$ cat src/rtl/hid_kbd_pkg.sv
// Shared keycode constants, event record layout and scan state encoding for the
// HID keyboard event queue.
package hid_kbd_pkg;

  localparam logic [7:0] KEY_NONE         = 8'h00;
  localparam logic [7:0] KEY_ERR_ROLLOVER = 8'h01;

  localparam int EV_W = 18;

  // Event record, MSB first: repeat flag, make flag, modifier byte, keycode.
  typedef struct packed {
    logic       rpt;
    logic       make;
    logic [7:0] mods;
    logic [7:0] code;
  } key_event_t;

  typedef enum logic [1:0] {
    ST_IDLE,
    ST_BREAK_SCAN,
    ST_MAKE_SCAN,
    ST_UPDATE
  } scan_state_t;

endpackage

$ cat src/rtl/key_event_fifo.sv
// Power-of-two event FIFO with registered head; a push into a full FIFO is
// dropped (and flagged) unless the head is popped in the same cycle.
module key_event_fifo #(
  parameter int DEPTH  = 8,
  parameter int DATA_W = 18
) (
  input  logic              clk,
  input  logic              rst_n,
  input  logic              push,
  input  logic [DATA_W-1:0] din,
  input  logic              ready,
  output logic [DATA_W-1:0] dout,
  output logic              valid,
  output logic              drop
);
  localparam int AW = $clog2(DEPTH);

  logic [DATA_W-1:0] mem [DEPTH];
  logic [AW-1:0]     wr_ptr, rd_ptr;
  logic [AW:0]       count;
  logic              empty, full, pop_ok, push_ok;

  assign empty   = (count == '0);
  assign full    = (count == (AW+1)'(DEPTH));
  assign pop_ok  = ready && !empty;
  assign push_ok = push && (!full || pop_ok);
  assign drop    = push && full && !pop_ok;
  assign valid   = !empty;
  // Head is forced to zero while empty so stale storage never reaches the port.
  assign dout    = empty ? '0 : mem[rd_ptr];

  always_ff @(posedge clk or negedge rst_n) begin
    if (!rst_n) begin
      wr_ptr <= '0;
      rd_ptr <= '0;
      count  <= '0;
    end else begin
      if (push_ok) wr_ptr <= wr_ptr + 1'b1;
      if (pop_ok)  rd_ptr <= rd_ptr + 1'b1;
      case ({push_ok, pop_ok})
        2'b10:   count <= count + 1'b1;
        2'b01:   count <= count - 1'b1;
        default: count <= count;
      endcase
    end
  end

  always_ff @(posedge clk) begin
    if (push_ok) mem[wr_ptr] <= din;
  end

endmodule

$ cat src/rtl/hid_key_event_queue.sv
// Diffs successive HID keyboard reports into make/break events queued for a consumer.
// Defining TYPEMATIC_EN adds a typematic repeat generator for the most recent make.
module hid_key_event_queue
  import hid_kbd_pkg::*;
#(
  parameter int NKEYS        = 6,
  parameter int DEPTH        = 8,
  parameter int REPEAT_DELAY = 25000000,
  parameter int REPEAT_RATE  = 2500000
) (
  input  logic               clk,
  input  logic               rst_n,
  input  logic               report_valid,
  input  logic [7:0]         modifiers,
  input  logic [8*NKEYS-1:0] keys,
  output logic               ev_valid,
  input  logic               ev_ready,
  output logic [7:0]         ev_code,
  output logic [7:0]         ev_mods,
  output logic               ev_make,
  output logic               ev_repeat,
  output logic               busy,
  output logic               overflow,
  input  logic               ovf_clr
);
  localparam int IW = (NKEYS > 1) ? $clog2(NKEYS) : 1;
`ifdef TYPEMATIC_EN
  localparam int FIFO_W = EV_W;
`else
  localparam int FIFO_W = EV_W - 1;
`endif

  function automatic logic has_err(input logic [8*NKEYS-1:0] r);
    has_err = 1'b0;
    for (int j = 0; j < NKEYS; j++)
      if (r[8*j +: 8] == KEY_ERR_ROLLOVER) has_err = 1'b1;
  endfunction

  // True when code appears in any of the first lim slots of r.
  function automatic logic key_in(input logic [8*NKEYS-1:0] r, input logic [7:0] code,
                                  input int lim);
    key_in = 1'b0;
    for (int j = 0; j < NKEYS; j++)
      if (j < lim && r[8*j +: 8] == code) key_in = 1'b1;
  endfunction

  scan_state_t        state, state_nxt;
  logic [IW-1:0]      idx;
  logic               last_slot, report_ok, pend_valid;
  logic [8*NKEYS-1:0] old_keys, new_keys, pend_keys;
  logic [7:0]         old_mods, new_mods, pend_mods;
  int                 sidx;
  logic [7:0]         scan_code;
  logic               scan_make, scan_push;
  logic               fifo_push, fifo_drop;
  logic [FIFO_W-1:0]  fifo_din, fifo_dout;
  key_event_t         ev_head;

  assign last_slot = (idx == IW'(NKEYS-1));
  assign report_ok = report_valid && !has_err(keys);

  always_ff @(posedge clk or negedge rst_n) begin
    if (!rst_n) state <= ST_IDLE;
    else        state <= state_nxt;
  end

  always_comb begin
    state_nxt = state;
    case (state)
      ST_IDLE:       if (report_ok) state_nxt = ST_BREAK_SCAN;
      ST_BREAK_SCAN: if (last_slot) state_nxt = ST_MAKE_SCAN;
      ST_MAKE_SCAN:  if (last_slot) state_nxt = ST_UPDATE;
      ST_UPDATE:     state_nxt = (report_ok || pend_valid) ? ST_BREAK_SCAN : ST_IDLE;
      default:       state_nxt = ST_IDLE;
    endcase
  end

  // Duplicates within a report are suppressed by looking only at lower slots.
  always_comb begin
    busy      = (state != ST_IDLE);
    sidx      = int'(idx);
    scan_code = KEY_NONE;
    scan_make = 1'b0;
    scan_push = 1'b0;
    if (state == ST_BREAK_SCAN) begin
      scan_code = old_keys[8*sidx +: 8];
      scan_push = (scan_code != KEY_NONE) && !key_in(new_keys, scan_code, NKEYS) &&
                  !key_in(old_keys, scan_code, sidx);
    end else if (state == ST_MAKE_SCAN) begin
      scan_code = new_keys[8*sidx +: 8];
      scan_make = 1'b1;
      scan_push = (scan_code != KEY_NONE) && !key_in(old_keys, scan_code, NKEYS) &&
                  !key_in(new_keys, scan_code, sidx);
    end
  end

  always_ff @(posedge clk or negedge rst_n) begin
    if (!rst_n) begin
      idx        <= '0;
      old_keys   <= '0;
      old_mods   <= '0;
      new_keys   <= '0;
      new_mods   <= '0;
      pend_keys  <= '0;
      pend_mods  <= '0;
      pend_valid <= 1'b0;
    end else begin
      if (state == ST_BREAK_SCAN || state == ST_MAKE_SCAN)
        idx <= last_slot ? '0 : idx + 1'b1;
      else
        idx <= '0;

      if (state == ST_IDLE) begin
        if (report_ok) begin
          new_keys <= keys;
          new_mods <= modifiers;
        end
      end else if (state == ST_UPDATE) begin
        // A report arriving in this very cycle is newer than anything pending.
        old_keys   <= new_keys;
        old_mods   <= new_mods;
        pend_valid <= 1'b0;
        if (report_ok) begin
          new_keys <= keys;
          new_mods <= modifiers;
        end else if (pend_valid) begin
          new_keys <= pend_keys;
          new_mods <= pend_mods;
        end
      end else if (report_ok) begin
        pend_keys  <= keys;
        pend_mods  <= modifiers;
        pend_valid <= 1'b1;
      end
    end
  end

`ifdef TYPEMATIC_EN
  logic [7:0]  rep_code;
  logic        rep_active, rep_first, rep_req, rep_fire;
  logic [31:0] rep_timer;

  // Scan events take the FIFO port first; a due repeat simply waits while rep_req holds.
  always_comb begin
    rep_req   = rep_active &&
                (rep_timer >= (rep_first ? 32'(REPEAT_DELAY) : 32'(REPEAT_RATE)));
    rep_fire  = rep_req && !scan_push;
    fifo_push = scan_push || rep_req;
    fifo_din  = scan_push ? {1'b0, scan_make, new_mods, scan_code}
                          : {1'b1, 1'b1, old_mods, rep_code};
  end

  always_ff @(posedge clk or negedge rst_n) begin
    if (!rst_n) begin
      rep_code   <= KEY_NONE;
      rep_active <= 1'b0;
      rep_first  <= 1'b0;
      rep_timer  <= '0;
    end else if (scan_push && scan_make) begin
      rep_code   <= scan_code;
      rep_active <= 1'b1;
      rep_first  <= 1'b1;
      rep_timer  <= 32'd1;
    end else if (scan_push && scan_code == rep_code) begin
      rep_active <= 1'b0;
      rep_timer  <= '0;
    end else if (rep_fire) begin
      rep_first  <= 1'b0;
      rep_timer  <= 32'd1;
    end else if (rep_active && !rep_req) begin
      rep_timer  <= rep_timer + 32'd1;
    end
  end
`else
  assign fifo_push = scan_push;
  assign fifo_din  = {scan_make, new_mods, scan_code};
`endif

  key_event_fifo #(
    .DEPTH  (DEPTH),
    .DATA_W (FIFO_W)
  ) u_fifo (
    .clk   (clk),
    .rst_n (rst_n),
    .push  (fifo_push),
    .din   (fifo_din),
    .ready (ev_ready),
    .dout  (fifo_dout),
    .valid (ev_valid),
    .drop  (fifo_drop)
  );

  // Without the repeat generator the stored record lacks the repeat bit, so it reads 0.
  assign ev_head   = key_event_t'(EV_W'(fifo_dout));
  assign ev_code   = ev_head.code;
  assign ev_mods   = ev_head.mods;
  assign ev_make   = ev_head.make;
  assign ev_repeat = ev_head.rpt;

  always_ff @(posedge clk or negedge rst_n) begin
    if (!rst_n)         overflow <= 1'b0;
    else if (fifo_drop) overflow <= 1'b1;
    else if (ovf_clr)   overflow <= 1'b0;
  end

endmodule

$ cat config.mk
export PLATFORM = sky130hd
export DESIGN_NAME = hid_key_event_queue
export DESIGN_NICKNAME = d
export VERILOG_FILES = /design/src/rtl/hid_kbd_pkg.sv /design/src/rtl/key_event_fifo.sv /design/src/rtl/hid_key_event_queue.sv
export SDC_FILE = /design/constraint.sdc
export NUM_CORES = 1
export LEC_CHECK = 0
export CAP_MARGIN = 10
export CORE_ASPECT_RATIO = 1.4
export CORE_UTILIZATION = 50
export DETAILED_ROUTE_END_ITERATION = 8
export PLACE_DENSITY = 0.68
export SETUP_SLACK_MARGIN = 0.3
export SKIP_CTS_REPAIR_TIMING = 1
export SYNTH_ARGS = -nofsm -noshare
export SYNTH_HDL_FRONTEND = slang
export SYNTH_HIERARCHICAL = 1
export SYNTH_SLANG_ARGS = --single-unit
$ cat constraint.sdc
create_clock -name clk -period 6.8 [get_ports clk]
set_input_delay 0.68 -clock clk [delete_from_list [all_inputs] [get_ports clk]]
set_output_delay 0.68 -clock clk [all_outputs]
set_load 0.01 [all_outputs]
# After elaboration in Yosys (flattened, before gate mapping)
# Memory sizes are Yosys's and may differ from the RTL's.
# Cells that the tools add are included.
[op_classes]
bitwise_logic = 2
eq_ne = 41
n_reduce_logical = 46
muxes = 67
addsub = 5
order_cmp = 6
shifts = 2
[ops]
columns = ["cell", "n"]
rows = [
  ["2-to-1 mux 48 bit", 5],
  ["equality test 8 bit", 24],
  ["indexed part select 48 x 7 -> 8 bit", 2],
  ["2-to-1 mux 8 bit", 7],
  ["equality test 8 x 1 -> 1 bit, second input constant", 6],
  ["2-to-1 mux 1 bit", 47],
  ["logical AND 1 bit", 21],
  ["2-to-1 mux 17 bit", 1],
  ["nonzero test 8 bit", 2],
  ["nonzero test 2 bit", 5],
  ["adder 3 x 1 -> 3 bit, second input constant", 3],
  ["AND reduction 3 bit", 3],
  ["zero test 1 bit", 8],
  ["one-hot mux 2 bit (4 select lines)", 1],
  ["one-hot mux 4 bit (2 select lines)", 1],
  ["equality test 2 bit, second input constant", 3],
  ["less-than comparator 1 x 3 -> 1 bit, first input constant", 2],
  ["less-than comparator 2 x 3 -> 1 bit, first input constant", 2],
  ["less-than comparator 3 bit, first input constant", 2],
  ["2-to-1 mux 2 bit", 3],
  ["2-to-1 mux 3 bit", 2],
  ["!= test 2 bit, second input constant", 3],
  ["adder 4 x 1 -> 4 bit, second input constant", 1],
  ["equality test 2 x 1 -> 1 bit, second input constant", 2],
  ["other kinds (9)", 13],
]
[totals]
mem_bits_rw = 136
regBits = 177
inputBits = 61
output_inout_bits = 21
n_memories = 1
[mem_list]
columns = ["memory", "depth", "width", "rd", "rd_clocked_by_memory_dff", "wr", "line", "source"]
rows = [
  ["u_fifo.mem", 8, 17, 1, 0, 1, "key_event_fifo.sv:18", "logic [DATA_W-1:0] mem [DEPTH];"],
]

# Depth between registers and ports, before layout
[depth]
depth_word = 18
mapped_depth = 20

# Hierarchy
# Netlist, hierarchy kept.
[modules_own_cells]
columns = ["mod", "n_inst", "seq_area_each_um2", "cells_each", "area_per_inst_um2"]
rows = [
  ["hid_key_event_queue", 1, 4179.0, 933, 10033.4],
  ["key_event_fifo", 1, 4334.2, 352, 5911.9],
]

# Worst setup path after synthesis
# OpenSTA, ideal clock, no wires.
[synth_timing]
path_kind = "register to register"
from = "reg idx[0]"
to = "mem u_fifo/mem[0][0] (netlist bit) (enable)"
path_buffers = 5
arrival_ns = 5.001
path_stages_with_launch = 15
setup_time_ns = 0.435
period_less_slack_ns = 5.436
slack_ns = 1.364
required_ns = 6.365
path_cell_list = "dfrtp_1 buf_6 buf_2 buf_2 mux2_2 a21oi_1 buf_2 xor2_1 nand4_1 nor3_1 a2111oi_0 a32o_1 clkbuf_1 o21ai_1 nor4_1"
[synth_between]
elab_chain_cells = 18
elab_cells_between_ends = 89
[synth_lines]
columns = ["item", "line", "source"]
rows = [
  ["from (decl)", "hid_key_event_queue.sv:48", "logic [IW-1:0] idx;"],
  ["from (signal assigned)", "hid_key_event_queue.sv:109", "idx <= last_slot ? '0 : idx + 1'b1;"],
  ["indexed part select 48 x 7 -> 8 bit", "hid_key_event_queue.sv:90", "scan_code = new_keys[8*sidx +: 8];"],
  ["equality test 8 bit", "hid_key_event_queue.sv:44", "if (j < lim && r[8*j +: 8] == code) key_in = 1'b1;"],
  ["2-to-1 mux 1 bit or logical AND 1 bit (tied branches)", "hid_key_event_queue.sv:44", ""],
  ["2-to-1 mux 1 bit (5 in a row)", "hid_key_event_queue.sv:44", ""],
  ["2-to-1 mux 1 bit, on equally long branches", "hid_key_event_queue.sv:89, hid_key_event_queue.sv:44", ""],
  ["2-to-1 mux 1 bit, on equally long branches", "hid_key_event_queue.sv:85, hid_key_event_queue.sv:89", ""],
  ["zero test 1 bit or 2-to-1 mux 1 bit (tied branches)", "hid_key_event_queue.sv:92, hid_key_event_queue.sv:85", ""],
  ["logical AND 1 bit or zero test 1 bit (tied branches)", "hid_key_event_queue.sv:92, hid_key_event_queue.sv:93", ""],
  ["logical AND 1 bit", "hid_key_event_queue.sv:92", "scan_push = (scan_code != KEY_NONE) && !key_in(old_keys, scan_code, NKEYS) &&"],
  ["2-to-1 mux 1 bit", "hid_key_event_queue.sv:89", "end else if (state == ST_MAKE_SCAN) begin"],
  ["2-to-1 mux 1 bit (*)", "hid_key_event_queue.sv:85", "if (state == ST_BREAK_SCAN) begin"],
  ["named net fifo_push", "hid_key_event_queue.sv:55", "logic fifo_push, fifo_drop;"],
  ["logical AND 1 bit (*)", "key_event_fifo.sv:26", "assign push_ok = push && (!full || pop_ok);"],
  ["2-to-1 mux 1 bit (*)", "key_event_fifo.sv:49", "if (push_ok) mem[wr_ptr] <= din;"],
  ["2-to-1 mux 1 bit (not written as such) (*)", "key_event_fifo.sv:49", ""],
  ["to (decl)", "key_event_fifo.sv:18", ""],
]
# The timed path passes the listed nets; every way through them passes the cells marked *. The select of a mux whose other input is x is not followed.

# Final worst setup path
[layout_timing]
from = "reg idx[0]"
to = "reg u_fifo.count[1]"
[layout_between]
elab_chain_cells = 18
elab_cells_between_ends = 91
[layout_lines]
columns = ["item", "line", "source"]
rows = [
  ["indexed part select 48 x 7 -> 8 bit", "hid_key_event_queue.sv:90", ""],
  ["equality test 8 bit", "hid_key_event_queue.sv:44", ""],
  ["2-to-1 mux 1 bit or logical AND 1 bit (tied branches)", "hid_key_event_queue.sv:44", ""],
  ["2-to-1 mux 1 bit (5 in a row)", "hid_key_event_queue.sv:44", ""],
  ["2-to-1 mux 1 bit, on equally long branches", "hid_key_event_queue.sv:89, hid_key_event_queue.sv:44", ""],
  ["2-to-1 mux 1 bit, on equally long branches", "hid_key_event_queue.sv:85, hid_key_event_queue.sv:89", ""],
  ["zero test 1 bit or 2-to-1 mux 1 bit (tied branches)", "hid_key_event_queue.sv:92, hid_key_event_queue.sv:85", ""],
  ["logical AND 1 bit or zero test 1 bit (tied branches)", "hid_key_event_queue.sv:92, hid_key_event_queue.sv:93", ""],
  ["logical AND 1 bit", "hid_key_event_queue.sv:92", ""],
  ["2-to-1 mux 1 bit", "hid_key_event_queue.sv:89", ""],
  ["2-to-1 mux 1 bit (*)", "hid_key_event_queue.sv:85", ""],
  ["named net fifo_push", "hid_key_event_queue.sv:55", ""],
  ["logical AND 1 bit (*)", "key_event_fifo.sv:26", ""],
  ["equality test 2 x 1 -> 1 bit or equality test 2 bit (tied branches)", "key_event_fifo.sv:40", "case ({push_ok, pop_ok})"],
  ["one-hot mux 4 bit (2 select lines) or nonzero test 2 bit (tied branches)", "n/a", ""],
  ["to (signal assigned)", "key_event_fifo.sv:41", "2'b10: count <= count + 1'b1;"],
  ["to (signal assigned)", "key_event_fifo.sv:42", "2'b01: count <= count - 1'b1;"],
  ["to (signal assigned)", "key_event_fifo.sv:43", "default: count <= count;"],
  ["to (decl)", "key_event_fifo.sv:20", "logic [AW:0] count;"],
]
# Marked as above.
# A chain may end at the register's enable or synchronous reset.

==> run metrics <==
fin crit share 87.4%; residual DRC count 0; Area growth syn-to-layout 13.5%; PwrDens roughly 600 nW/um^2; synth top area cells dfrtp_1 28%, edfxtp_1 26%, mux2i_1 9.4%; Worst Path Required 7.23 ns; top cell type's share of synthesized area 27.8%; core footprint 31500 sq um; Clock Skew 0.0191 ns; first-pass GRT wire length 63200 um; DR WL/cell about 23 um; DR vias 10507; Die W between 150 and 200 um; WP data arrival roughly 6.4 ns; Crit Path Max Fanout 36; drt total wl 41100 um; Final Wtd Congestion 1.02; startpoint types flip-flop; syn_nets about 1400; Tmin final just under 6 ns; Post-synth ARST share between 50% and 60%; yosys warns 6; Clock Path Buffers 3; crit-path max cell delay roughly 0.97 ns; count of pins over their slew limit 0; starting density of the core 50.6%; Worst slew margin 28.7%; top cell type by total area after synthesis dfrtp_1; peak supply drop 0.000275 V; Final Hold Viols 0; Cell Rows 77; Post-Route Setup TNS 0 ns; Inserted Diodes 0; H-tree depth 1; CTS tree done; aggregate global routing overflow 0; CTS clk-pin slew, worst paths about 0.070 ns; Port-buffer cells 80; WS Path Type flip-flop to flip-flop; IO Pins 82; final setup fails 0; Pre-antenna DRT Iters 5; cell area after synthesis between 15000 and 20000 sq um; number of max-cap violations 0; layout cells sized above 1 15.6%; Mapped Cells 1285; CTS Buf Count 29; clk_lat worst skew ~0.55 ns; number of global-route vias before repair 10741; Fillers 2620; Syn Area/Cell 12.4 sq um; Leak Pwr 7.19 nW; CP cell instances buf_12 -> mux2_1 -> a222oi_1 -> buf_4 -> xor2_1 -> o2111ai_1 -> o41ai_1 -> nor4_1 -> a32o_1 -> nand2b_1 -> nor3_1 -> a21o_2 -> ha_1 -> a21o_1 -> a221o_2; Seq/Total Area, Yosys 53.4%; worst hold path class input pin to asynchronous set/reset pin; synth unique cells 66; largest net degree at the start of global routing 107; crit end category flip-flop; Die Area about 33000 sq um; unrepaired setup endpoints after global routing false; dpl hpwl 29200 um; multi-input combinational cell area 7010 sq um; initial DRC count 725; Nets between 1000 and 1500; placed cells about 1700; Clock Sinks around 310; chip height 213 um; slowest CP cell o41ai_1; Fmax around 0.17 GHz; status complete, no violations; number of flops mapped to enable cells by yosys 136; FF+latch area 8520 sq um; initial antenna violation count 0; worst slew pin tran 1.06 ns; GRT Total Usage 25.8%; Clock Tree Root clkbuf_16; Routed Antenna Nets 0; #FFs+latches synth 313; Synth Flop Type dfrtp_1; Finished Layout Cells 1766; drt via density 5.95
==> per-layer routing <==
| layer | global-route usage [%] | wire length (um) | vias to the layer above |
|---|---|---|---|
| li1 | - | - | 4845 |
| met1 | 29.5 | 15900 | 5208 |
| met2 | 47.2 | 21100 | 321 |
| met3 | 2.39 | 1550 | 133 |
| met4 | 15.6 | 2500 | 0 |
| met5 | 0 | 0 | - |
==> cell type report <==
cell class | instances | area share [%]
Clock inverter | 15 | 0.788
Tap cell | 395 | 2.73
Multi-Input combinational cell | 873 | 38.7
Timing Repair Buffer | 118 | 6.15
Clock buffer | 38 | 4.25
Inverter | 14 | 0.290
Sequential cell | 313 | 47.1
==> path summary, 6_finish.rpt <==
path                       slack (ns)                  from                          end  cells after the start
min                              0.25                 rst_n         overflow$_DFFE_PN0P_                      1
min in group clk                 0.48  overflow$_DFFE_PN0P_         overflow$_DFFE_PN0P_                      1
max reg2reg                      0.86      idx[0]$_DFF_PN0_  u_fifo/count[1]$_DFFE_PN0P_                     15
min reg2reg                      0.48  overflow$_DFFE_PN0P_         overflow$_DFFE_PN0P_                      1
max in group asynchronous        4.96                 rst_n             idx[0]$_DFF_PN0_                      2
max                              0.86      idx[0]$_DFF_PN0_  u_fifo/count[1]$_DFFE_PN0P_                     15
==> critical path: cells and delay by family (launching register included) <==
family | cells | cell delay [ns]
AO/OA/AOI/OAI | 7 | 2.69
XOR/XNOR | 1 | 0.17
adder cells (fa/ha/maj) | 1 | 0.24
buffers and inverters | 2 | 0.66
flip-flops | 1 | 0.96
multiplexers | 1 | 0.40
AND/OR/NAND/NOR | 3 | 0.68
==> synthesized netlist by cell type (all sizes together) (5+ instances only) <==
master    n
nor3     16
nor4b     7
dfrtp   177
nand4    19
xor2     84
a22oi    20
mux2    130
a21oi    19
nor2     13
clkbuf   42
nor4     23
edfxtp  136
nand2b    7
a221oi   19
xnor2    93
ha        8
o21ai    72
buf      43
inv      13
mux2i   150
o22ai    14
nand3    14
and3      5
a222oi    7
nand2    97
nor2b     6
==> kinds of logic (layout without fill, tap and decap cells) <==
kind of cell / Yosys count / after routing / synth area share [%]
flops: 313 / 313 / 53.4
mux: 280 / 280 / 18.6
simple gates: 221 / 221 / 6.98
compound gates: 186 / 186 / 7.68
xor+xnor: 177 / 177 / 9.72
buf+inv: 99 / 185 / 2.97
fa+ha+maj: 8 / 8 / 0.628
other cells: 1 / 1 / 0.0235
==> cell usage in the layout (no fill, tap or decap), drive strengths merged, types with 4 or more instances in the layout <==
cell type	netlist	routed
nor2	13	13
nand2b	7	7
mux2	130	130
o22ai	14	14
inv	13	13
nor4b	7	7
clkbuf	42	38
nand2	97	97
clkdlybuf4s50	0	79
a222oi	7	7
o22a	4	4
ha	8	8
nor3	16	16
xor2	84	84
o21ai	72	72
a21oi	19	19
a21o	4	4
dfrtp	177	177
nand3	14	14
a221oi	19	19
and3	5	5
edfxtp	136	136
o21a	4	4
xnor2	93	93
a22oi	20	20
mux2i	150	150
buf	43	39
nor4	23	23
clkinv	1	12
nand4	19	19
nor2b	6	6
==> registers in the layout (all words and copies together), names as in the netlist <==
signal         count
pend_keys         48
u_fifo/count       4
u_fifo/wr_ptr      3
old_keys          48
u_fifo/mem       136
new_keys          48
state              2
new_mods           8
u_fifo/rd_ptr      3
overflow           1
idx                3
pend_valid         1
pend_mods          8
==> where the power goes <==
| group | switching, mW | internal, mW | total [mW] | leakage [nW] |
|---|---|---|---|---|
| Clock | 0.666 | 0.905 | 1.57 | 0.445 |
| Sequential | 0.964 | 2.88 | 3.84 | 3.39 |
| Combinational | 2.92 | 2.49 | 5.41 | 3.36 |
==> metrics by stage <==
step           area, sq um  hold slack, ns  power [mW]  util (%)  worst slack (ns)
6_report             18100           0.251        10.8      57.4             0.856
5_1_grt              18100           0.313        11.5      57.4             0.680
4_1_cts              18100           0.284        10.9      57.4             0.989
3_5_place_dp         17200           0.476        9.26      54.5             0.999
3_3_place_gp         17200           0.464        9.19      54.5              1.09
2_1_floorplan        15900           0.384        7.48         -              1.36
Note: power is estimated with default switching activity, not from simulation.
